<file path="src/rtl/alu_decode_unit_pkg.sv">
// Shared constants for the decode/ALU slice.
// Holds opcode encodings, instruction-class (aluop) codes and ALU operation codes.
package alu_decode_unit_pkg;

  localparam int unsigned XLEN   = 32;
  localparam int unsigned OPC_W  = 7;
  localparam int unsigned AOP_W  = 3;
  localparam int unsigned CODE_W = 6;
  localparam int unsigned SHAMT_W = 5;

  localparam logic [OPC_W-1:0] OPC_R      = 7'b0110011;
  localparam logic [OPC_W-1:0] OPC_I      = 7'b0010011;
  localparam logic [OPC_W-1:0] OPC_LOAD   = 7'b0000011;
  localparam logic [OPC_W-1:0] OPC_STORE  = 7'b0100011;
  localparam logic [OPC_W-1:0] OPC_BRANCH = 7'b1100011;
  localparam logic [OPC_W-1:0] OPC_JAL    = 7'b1101111;
  localparam logic [OPC_W-1:0] OPC_JALR   = 7'b1100111;
  localparam logic [OPC_W-1:0] OPC_LUI    = 7'b0110111;
  localparam logic [OPC_W-1:0] OPC_AUIPC  = 7'b0010111;

  localparam logic [AOP_W-1:0] AOP_R      = 3'b000;
  localparam logic [AOP_W-1:0] AOP_I      = 3'b001;
  localparam logic [AOP_W-1:0] AOP_BRANCH = 3'b010;
  localparam logic [AOP_W-1:0] AOP_JUMP   = 3'b011;
  localparam logic [AOP_W-1:0] AOP_LOAD   = 3'b100;
  localparam logic [AOP_W-1:0] AOP_STORE  = 3'b101;
  localparam logic [AOP_W-1:0] AOP_LUI    = 3'b110;
  localparam logic [AOP_W-1:0] AOP_AUIPC  = 3'b111;

  localparam logic [CODE_W-1:0] ALU_ADD   = 6'b000000;
  localparam logic [CODE_W-1:0] ALU_SUB   = 6'b001000;
  localparam logic [CODE_W-1:0] ALU_SLL   = 6'b000001;
  localparam logic [CODE_W-1:0] ALU_SLT   = 6'b000010;
  localparam logic [CODE_W-1:0] ALU_SLTU  = 6'b000011;
  localparam logic [CODE_W-1:0] ALU_XOR   = 6'b000100;
  localparam logic [CODE_W-1:0] ALU_SRL   = 6'b000101;
  localparam logic [CODE_W-1:0] ALU_SRA   = 6'b001101;
  localparam logic [CODE_W-1:0] ALU_OR    = 6'b000110;
  localparam logic [CODE_W-1:0] ALU_AND   = 6'b000111;
  localparam logic [CODE_W-1:0] ALU_BEQ   = 6'b010000;
  localparam logic [CODE_W-1:0] ALU_BNE   = 6'b010001;
  localparam logic [CODE_W-1:0] ALU_BLT   = 6'b010100;
  localparam logic [CODE_W-1:0] ALU_BGE   = 6'b010101;
  localparam logic [CODE_W-1:0] ALU_BLTU  = 6'b010110;
  localparam logic [CODE_W-1:0] ALU_BGEU  = 6'b010111;
  localparam logic [CODE_W-1:0] ALU_LINK  = 6'b011111;
  localparam logic [CODE_W-1:0] ALU_PASSB = 6'b100000;

endpackage

</file>
<file path="src/rtl/alu.sv">
// 32-bit datapath: arithmetic, logic, shifts, compares, branch decisions and link/pass-through.
module alu
  import alu_decode_unit_pkg::*;
(
  input  logic [CODE_W-1:0] code,
  input  logic [XLEN-1:0]   a,
  input  logic [XLEN-1:0]   b,
  output logic [XLEN-1:0]   result
);

  logic [SHAMT_W-1:0] shamt;
  logic               lt_s;
  logic               lt_u;
  logic               eq;

  assign shamt = b[SHAMT_W-1:0];
  assign lt_s  = $signed(a) < $signed(b);
  assign lt_u  = a < b;
  assign eq    = a == b;

  always_comb begin
    result = '0;
    case (code)
      ALU_ADD:   result = a + b;
      ALU_SUB:   result = a - b;
      ALU_SLL:   result = a << shamt;
      ALU_SLT:   result = XLEN'(lt_s);
      ALU_SLTU:  result = XLEN'(lt_u);
      ALU_XOR:   result = a ^ b;
      ALU_SRL:   result = a >> shamt;
      ALU_SRA:   result = $unsigned($signed(a) >>> shamt);
      ALU_OR:    result = a | b;
      ALU_AND:   result = a & b;
      ALU_BEQ:   result = XLEN'(eq);
      ALU_BNE:   result = XLEN'(!eq);
      ALU_BLT:   result = XLEN'(lt_s);
      ALU_BGE:   result = XLEN'(!lt_s);
      ALU_BLTU:  result = XLEN'(lt_u);
      ALU_BGEU:  result = XLEN'(!lt_u);
      ALU_LINK:  result = a + XLEN'(4);
      ALU_PASSB: result = b;
      default:   result = '0;
    endcase
  end

endmodule

</file>
<file path="src/rtl/alu_control.sv">
// Maps instruction class plus funct fields to a 6-bit ALU operation code.
module alu_control
  import alu_decode_unit_pkg::*;
(
  input  logic [AOP_W-1:0]  aluop,
  input  logic              illegal,
  input  logic [2:0]        funct3,
  input  logic              funct7_5,
  output logic [CODE_W-1:0] code
);

  always_comb begin
    code = ALU_ADD;
    if (!illegal) begin
      case (aluop)
        AOP_R:      code = {2'b00, funct7_5, funct3};
        // Immediates only honour funct7[5] for the arithmetic right shift
        AOP_I:      code = {2'b00, (funct3 == 3'b101) & funct7_5, funct3};
        AOP_BRANCH: code = {3'b010, funct3};
        AOP_JUMP:   code = ALU_LINK;
        AOP_LUI:    code = ALU_PASSB;
        default:    code = ALU_ADD;
      endcase
    end
  end

endmodule

</file>
<file path="src/rtl/controldecode.sv">
// Opcode to control-signal decoder; flags unknown opcodes so the ALU code can fall back to ADD.
module controldecode
  import alu_decode_unit_pkg::*;
(
  input  logic [OPC_W-1:0] opcode,
  output logic [AOP_W-1:0] aluop,
  output logic             regwrite,
  output logic             memwrite,
  output logic             memread,
  output logic             memtoreg,
  output logic             operandbsel,
  output logic             branch_o,
  output logic [1:0]       operandasel,
  output logic [1:0]       nextpcsel,
  output logic [1:0]       extendsel,
  output logic             illegal
);

  always_comb begin
    aluop       = AOP_R;
    regwrite    = 1'b0;
    memwrite    = 1'b0;
    memread     = 1'b0;
    memtoreg    = 1'b0;
    operandbsel = 1'b0;
    branch_o    = 1'b0;
    operandasel = 2'b00;
    nextpcsel   = 2'b00;
    extendsel   = 2'b00;
    illegal     = 1'b0;
    case (opcode)
      OPC_R: begin
        aluop    = AOP_R;
        regwrite = 1'b1;
      end
      OPC_I: begin
        aluop       = AOP_I;
        regwrite    = 1'b1;
        operandbsel = 1'b1;
      end
      OPC_LOAD: begin
        aluop       = AOP_LOAD;
        regwrite    = 1'b1;
        memread     = 1'b1;
        memtoreg    = 1'b1;
        operandbsel = 1'b1;
      end
      OPC_STORE: begin
        aluop       = AOP_STORE;
        memwrite    = 1'b1;
        operandbsel = 1'b1;
        extendsel   = 2'b01;
      end
      OPC_BRANCH: begin
        aluop     = AOP_BRANCH;
        branch_o  = 1'b1;
        nextpcsel = 2'b01;
      end
      OPC_JAL: begin
        aluop       = AOP_JUMP;
        regwrite    = 1'b1;
        operandasel = 2'b01;
        nextpcsel   = 2'b10;
      end
      OPC_JALR: begin
        aluop       = AOP_JUMP;
        regwrite    = 1'b1;
        operandasel = 2'b01;
        nextpcsel   = 2'b11;
      end
      OPC_LUI: begin
        aluop       = AOP_LUI;
        regwrite    = 1'b1;
        operandbsel = 1'b1;
        operandasel = 2'b11;
        extendsel   = 2'b10;
      end
      OPC_AUIPC: begin
        aluop       = AOP_AUIPC;
        regwrite    = 1'b1;
        operandbsel = 1'b1;
        operandasel = 2'b01;
        extendsel   = 2'b10;
      end
      default: illegal = 1'b1;
    endcase
  end

endmodule

</file>
<file path="src/rtl/alu_decode_unit.sv">
// Top: combinational decode + ALU, with the ALU result also captured one cycle later.
module alu_decode_unit
  import alu_decode_unit_pkg::*;
(
  input  logic              clk,
  input  logic              reset,
  input  logic [OPC_W-1:0]  opcode,
  input  logic [2:0]        funct3,
  input  logic [6:0]        funct7,
  input  logic [XLEN-1:0]   operand_A,
  input  logic [XLEN-1:0]   operand_B,
  output logic              regwrite,
  output logic              memwrite,
  output logic              memread,
  output logic              memtoreg,
  output logic              operandbsel,
  output logic              branch_o,
  output logic [1:0]        operandasel,
  output logic [1:0]        nextpcsel,
  output logic [1:0]        extendsel,
  output logic [AOP_W-1:0]  aluop,
  output logic [CODE_W-1:0] ALU_Control,
  output logic [XLEN-1:0]   ALU_result,
  output logic [XLEN-1:0]   ALU_result_q
);

  logic illegal;
  logic unused_funct7;

  // Only funct7[5] distinguishes operations in this ISA subset
  assign unused_funct7 = ^{funct7[6], funct7[4:0]};

  controldecode u_controldecode (
    .opcode      (opcode),
    .aluop       (aluop),
    .regwrite    (regwrite),
    .memwrite    (memwrite),
    .memread     (memread),
    .memtoreg    (memtoreg),
    .operandbsel (operandbsel),
    .branch_o    (branch_o),
    .operandasel (operandasel),
    .nextpcsel   (nextpcsel),
    .extendsel   (extendsel),
    .illegal     (illegal)
  );

  alu_control u_alu_control (
    .aluop    (aluop),
    .illegal  (illegal),
    .funct3   (funct3),
    .funct7_5 (funct7[5]),
    .code     (ALU_Control)
  );

  alu u_alu (
    .code   (ALU_Control),
    .a      (operand_A),
    .b      (operand_B),
    .result (ALU_result)
  );

  always_ff @(posedge clk) begin
    if (reset) ALU_result_q <= '0;
    else       ALU_result_q <= ALU_result;
  end

endmodule

</file>
<file path="config.mk">
export PLATFORM = sky130hd
export DESIGN_NAME = alu_decode_unit
export DESIGN_NICKNAME = d
export VERILOG_FILES = /design/src/rtl/alu_decode_unit_pkg.sv /design/src/rtl/alu.sv /design/src/rtl/alu_control.sv /design/src/rtl/controldecode.sv /design/src/rtl/alu_decode_unit.sv
export SDC_FILE = /design/constraint.sdc
export NUM_CORES = 1
export LEC_CHECK = 0
export BUFFER_PORTS_ARGS = -buffer_cell sky130_fd_sc_hd__buf_2
export CELL_PAD_IN_SITES_DETAIL_PLACEMENT = 1
export CELL_PAD_IN_SITES_GLOBAL_PLACEMENT = 1
export CORE_ASPECT_RATIO = 0.8
export CORE_MARGIN = 3
export CORE_UTILIZATION = 40
export DETAILED_ROUTE_END_ITERATION = 10
export GPL_TIMING_DRIVEN = 1
export PLACE_DENSITY_LB_ADDON = 0.1
export SYNTH_ARGS = -nofsm -noshare
export SYNTH_HDL_FRONTEND = slang
export SYNTH_HIERARCHICAL = 1
export SYNTH_SLANG_ARGS = --single-unit
export TNS_END_PERCENT = 50
</file>
<file path="constraint.sdc">
create_clock -name clk -period 6.8 [get_ports clk]
set_input_delay 1.36 -clock clk [delete_from_list [all_inputs] [get_ports clk]]
set_output_delay 1.36 -clock clk [all_outputs]
set_load 0.05 [all_outputs]
</file>
# [Word-level counts from Yosys, hierarchy flattened]
# Cells that the tools add are included.
[classes] n_shift=3 n_reduce_logical=13 addsub=3 bitwise_logic=4 mux=12 n_lt_le_gt_ge=2 n_eq_ne=32
[ops] op="32-bit case mux with 16 select lines" count=1
[ops] op="32-bit < comparator" count=2
[ops] op="6-bit by 5-bit equality test with 1-bit output, second input constant" count=7
[ops] op="32-bit by 3-bit adder with 32-bit output, second input constant" count=1
[ops] op="32-bit adder" count=1
[ops] op="32-bit bitwise AND" count=1
[ops] op="32-bit equality test" count=1
[ops] op="32-bit OR" count=1
[ops] op="32-bit by 5-bit left shift with 32-bit output" count=1
[ops] op="32-bit by 5-bit right shift with 32-bit output" count=1
[ops] op="32-bit by 5-bit >>> shifter with 32-bit output" count=1
[ops] op="32-bit subtractor" count=1
[ops] op="32-bit bitwise XOR" count=1
[ops] op="6-bit case mux with 5 select lines" count=1
[ops] op="6-bit by 3-bit equality test with 1-bit output, second input constant" count=4
[ops] op="7-bit by 6-bit equality test with 1-bit output, second input constant" count=3
[ops] op="7-bit equality test, second input constant" count=3
[ops] op="3-bit case mux with 7 select lines" count=1
[ops] op="7-bit by 5-bit equality test with 1-bit output, second input constant" count=2
[ops] op="6-bit by 2-bit equality test with 1-bit output, second input constant" count=2
[ops] op="6-bit by 4-bit equality test with 1-bit output, second input constant" count=2
[ops] op="9-bit OR reduction" count=1
[ops] op="2-bit case mux with 2 select lines" count=2
[ops] op="2-bit OR reduction" count=4
[ops] op="16 further kinds" count=24
[word_totals] register_bits=32 inputBits=83

# [Longest topological paths before layout]
[logic_depth] word_depth=9 depth_mapped=18

# [Cells and area by module]
# The synthesis kept the hierarchy.
[by_module_without_submodules] mod="alu" n_inst=1 cells_per_inst=1423 seq_area_each_um2=0.0 area_each_um2=9549.2
[by_module_without_submodules] mod="alu_decode_unit" n_inst=1 cells_per_inst=67 seq_area_each_um2=640.6 area_each_um2=863.3
[by_module_without_submodules] mod="controldecode" n_inst=1 cells_per_inst=40 seq_area_each_um2=0.0 area_each_um2=234.0
[by_module_without_submodules] mod="alu_control" n_inst=1 cells_per_inst=13 seq_area_each_um2=0.0 area_each_um2=81.3

# [Worst setup path before layout]
# Ideal clock, no wire load.
[synth_timing] kind="in2out" startpoint="input opcode[4]" endpoint="output ALU_result[0]" slack_ps=-1605 stages=16 n_path_buf=3 arrival_ps=7045 path_cell_list="buf_4 > nand3b_1 > a21o_1 > a21oi_1 > a21oi_1 > nor3_1 > nor4b_1 > and2_1 > clkbuf_1 > nand2_1 > clkbuf_1 > nor2_1 > a31oi_1 > o2111ai_1 > a21oi_1 > mux2i_1"
[synth_via] elab_chain_cells=9
[synth_rtl] element="start, declared" line_no="alu_decode_unit.sv:7" source="input logic [OPC_W-1:0] opcode,"
[synth_rtl] element="7-bit equality test" line_no="controldecode.sv:31" source="case (opcode)"
[synth_rtl] element="2-bit OR reduction (no line)"
[synth_rtl] element="3-bit case mux with 7 select lines *" line_no="controldecode.sv:31"
[synth_rtl] element="net aluop[1]" line_no="alu_decode_unit.sv:21" source="output logic [AOP_W-1:0] aluop,"
[synth_rtl] element="3-bit equality test, or another cell as far along" line_no="alu_control.sv:15" source="case (aluop)"
[synth_rtl] element="6-bit case mux with 5 select lines *" line_no="alu_control.sv:15"
[synth_rtl] element="6-bit two-way mux *" line_no="alu_control.sv:14" source="if (!illegal) begin"
[synth_rtl] element="net ALU_Control[0]" line_no="alu_decode_unit.sv:22" source="output logic [CODE_W-1:0] ALU_Control,"
[synth_rtl] element="6-bit by 2-bit equality test with 1-bit output / 6-bit by 5-bit equality test with 1-bit output (equally long branches)" line_no="alu.sv:23" source="case (code)"
[synth_rtl] element="2-bit OR reduction (no line)"
[synth_rtl] element="32-bit case mux with 16 select lines *" line_no="alu.sv:23"
[synth_rtl] element="end, declared" line_no="alu_decode_unit.sv:23" source="output logic [XLEN-1:0] ALU_result,"
# The timed path passes the listed nets; every way through them passes the cells marked *.

# [Worst setup path after layout]
[layout_timing] startpoint="input opcode[4]" endpoint="output ALU_result[12]"
[layout_via] elab_chain_cells=9
[layout_rtl] element="7-bit equality test" line_no="controldecode.sv:31"
[layout_rtl] element="2-bit OR reduction (no line)"
[layout_rtl] element="3-bit case mux with 7 select lines" line_no="controldecode.sv:31"
[layout_rtl] element="3-bit equality test, or another cell as far along" line_no="alu_control.sv:15"
[layout_rtl] element="6-bit case mux with 5 select lines" line_no="alu_control.sv:15"
[layout_rtl] element="6-bit two-way mux *" line_no="alu_control.sv:14"
[layout_rtl] element="6-bit by 2-bit equality test with 1-bit output / 6-bit by 5-bit equality test with 1-bit output (equally long branches)" line_no="alu.sv:23"
[layout_rtl] element="2-bit OR reduction (no line)"
[layout_rtl] element="32-bit case mux with 16 select lines *" line_no="alu.sv:23"
# Mark *: on every way between the ends. The rest lies on a longest branch, timed or not.

==> qor.yml <==
finish:
  final_area_mm2: 0.0126
  nets: 1883
  largest_register_ff_count: 32
  reg.largest.list: "ALU_result_q (32)"
  drive_above_1_share_pct: 22.1
  filler_cell_count: 3366
  top_register: "ALU_result_q"
  antennaDiodeCount: 0
  syn_to_final_growth_pct: 17.9
global_routing:
  overflow: 0
  grt_usage_pct: 38.0
  grt_start_max_net_pins: 94
  grt_pass1_vias: 13200
  grt_pass1_wl_um: 85000
  antenna_found_initial: 1
min_path:
  hold_class: "in2reg"
  min-delay-start: "reset"
synth:
  syn_inst: 1543
  synth-edff-count: 0
  netlist_top_cells_count: "nor2_1, a21oi_1, nand2_1"
  synthTopCellsByArea: "ha_1, mux4_2, dfxtp_1"
  syn_nets: 1736
  yosysWarnings: 6
  ys.flop_type: "dfxtp_1"
  synth_top_area_share_pct: 12.6
  yosysUniqueCellTypes: 86
  syn_area_per_cell_um2: 6.95
  ys_ff_latch: 32
  seq_area_frac_synth_pct: 5.97
  async_flop_share_pct: 0
  yosysTopAreaCell: "ha_1"
  yosysMostFrequentCell: "nor2_1"
  synth_area_mm2: 0.0107
pwr:
  p_comb_share_pct: 71.8
  ir_drop_mv: 0.102
  p_sw_mw: 0.990
  power_density_mw_per_mm2: 137
  intPower_mw: 0.744
  p_leak_nw: 5.50
  sw_frac_of_total_pct: 57.1
  clkPwrFrac_pct: 15.5
  seqPwrFrac_pct: 12.7
  p_total_mw: 1.73
die:
  boundaryPins: 168
  die_area_mm2: 0.0288
  die_h_um: 152
  core_mm2: 0.0258
  floorplan.initialDensity_pct: 41.5
  die_w_um: 189
  placement_rows: 52
sta:
  fin_setup_tns_ps: 0
  worst_slew_pin_slew_ps: 773
  period_minus_slack_ps: 6690
  setup_viol: 0
  slew-limit-headroom_pct: 48.4
  final_max_slew_viol_count: 0
  fmax_ghz: 0.150
  hold_viol_final: 0
  finalCritPeriodShare_pct: 98.3
  rsz0062_at_grt: "yes"
routing:
  dr.pass1.iters: 6
  num_vias: 13500
  first_iter_violations: 1526
  wl_per_cell_um: 27.8
  postRouteAntennaNets: 0
  viasPerCell: 6.60
  post-route-drc-count: 0
  wl_um: 56800
cts:
  tritoncts: "built"
  cts-htree-levels: 2
  postCtsHoldBufs: 0
  clock-sinks: 32
  clk_path_buf_depth: 2
  root_buffer: "clkbuf_16"
  cts_buffers: 5
  path_clk_slew_ps: 70
worst_setup_path:
  cp-start-kind: "input pin"
  critical_path.max_fanout: 21
  cp_data_arrival_time_ps: 5330
  cp-endpoint: "ALU_result[12]"
  crit_required_ps: 5440
  cp_cell_sequence: "buf_2, nand2b_1, a211o_1, a31o_1, nor3_2, buf_4, nor4_1, nand2b_1, or2_2, o21ai_0, a211oi_1, a21oi_1, or4_1, buf_2"
  worst_setup_path_end_kind: "output pin"
  critPathBufInv: 3
  cpLargestDelayFamily: "simple AND/OR/NAND/NOR gates"
  crit_path_max_incr_delay_ps: 600
  cp.depth: 14
  critPathKind: "in2out"
  slowest_stage: "or2_2"
  crit_start: "opcode[4]"
job:
  cap_violations: 0
run_status:
  status: "completed"
place:
  numPortBuffers: 161
  postPlaceCellArea_mm2: 0.0125
  hpwl_um: 45100
  gp_congestion: 1.00
-- cell families after synthesis --
logic type	Yosys count	synth area share [%]
AOI/OAI and AO/OA	543	34.4
xor gates and xnor gates	45	3.67
adders and majority gates	110	13.0
buffers and inverters	228	8.53
DFF	32	5.97
muxes	91	12.2
and+or+nand+nor	494	22.2
-- final cells by class --
type | count | area (µm²) | share of cell area, %
Clock buffer | 6 | 139 | 1.10
Clock inverter | 2 | 10.0 | 0.0791
Inverter | 98 | 368 | 2.91
Multi-Input combinational cell | 1283 | 9330 | 73.8
Sequential cell | 32 | 641 | 5.06
Tap cell | 351 | 439 | 3.47
Timing Repair Buffer | 270 | 1720 | 13.6
-- cells in the final DEF, fill, tap and decap left out, types with 43 or more instances in the layout --
cell / count
xnor2_1: 43
o21ai_0: 98
nor2b_1: 44
ha_1: 108
inv_1: 95
a21oi_1: 124
nand2_1: 110
buf_2: 157
buf_4: 104
mux2i_1: 52
nor2_1: 165
-- power groups by stage --
| stage | registers [mW] | clock network [mW] | logic [mW] |
|---|---|---|---|
| finish | 0.220 | 0.270 | 1.24 |
| global route | 0.223 | 0.285 | 1.32 |
| floorplan | 0.321 | 0 | 0.737 |
| CTS | 0.220 | 0.275 | 1.22 |
| detailed placement | 0.224 | 0 | 1.21 |
| global placement | 0.223 | 0 | 1.20 |
-- per-stage QoR --
step / hold slack (ps) / setup slack (ps) / cells / utilization, %
final: 1610 / 114 / 2042 / 49.0
after global routing: 1660 / -21.1 / 2042 / 49.0
after CTS: 1630 / 46.3 / 2040 / 48.8
after detailed placement: 1830 / 57.5 / 2032 / 48.2
after global placement: 1830 / 155 / 2032 / 48.2
after floorplan: 1430 / -25.0 / 1543 / -
-- worst min path at each step --
stage                       end  slack (ps)  cells after the start
2_1_floorplan  ALU_result_q[29]        1430                      1
5_1_grt        ALU_result_q[21]        1660                      2
4_1_cts        ALU_result_q[12]        1630                      5
6_report       ALU_result_q[31]        1610                      2
3_3_place_gp   ALU_result_q[15]        1830                      1
3_5_place_dp    ALU_result_q[5]        1830                      1
-- what timing repair did --
item	CTS	global route
endpoints found under the setup margin	0	20
resized for setup	0	9
hold endpoints to repair	0	0
buffers inserted	0	2
-- metal layers --
metal	GRT usage (%)	wire length (µm)	up-vias
li1	-	-	6051
met1	52.0	23800	6516
met2	59.6	24900	781
met3	7.57	5740	133
met4	13.3	2260	2
met5	0	17	-
Power figures use the tool's default switching activity.
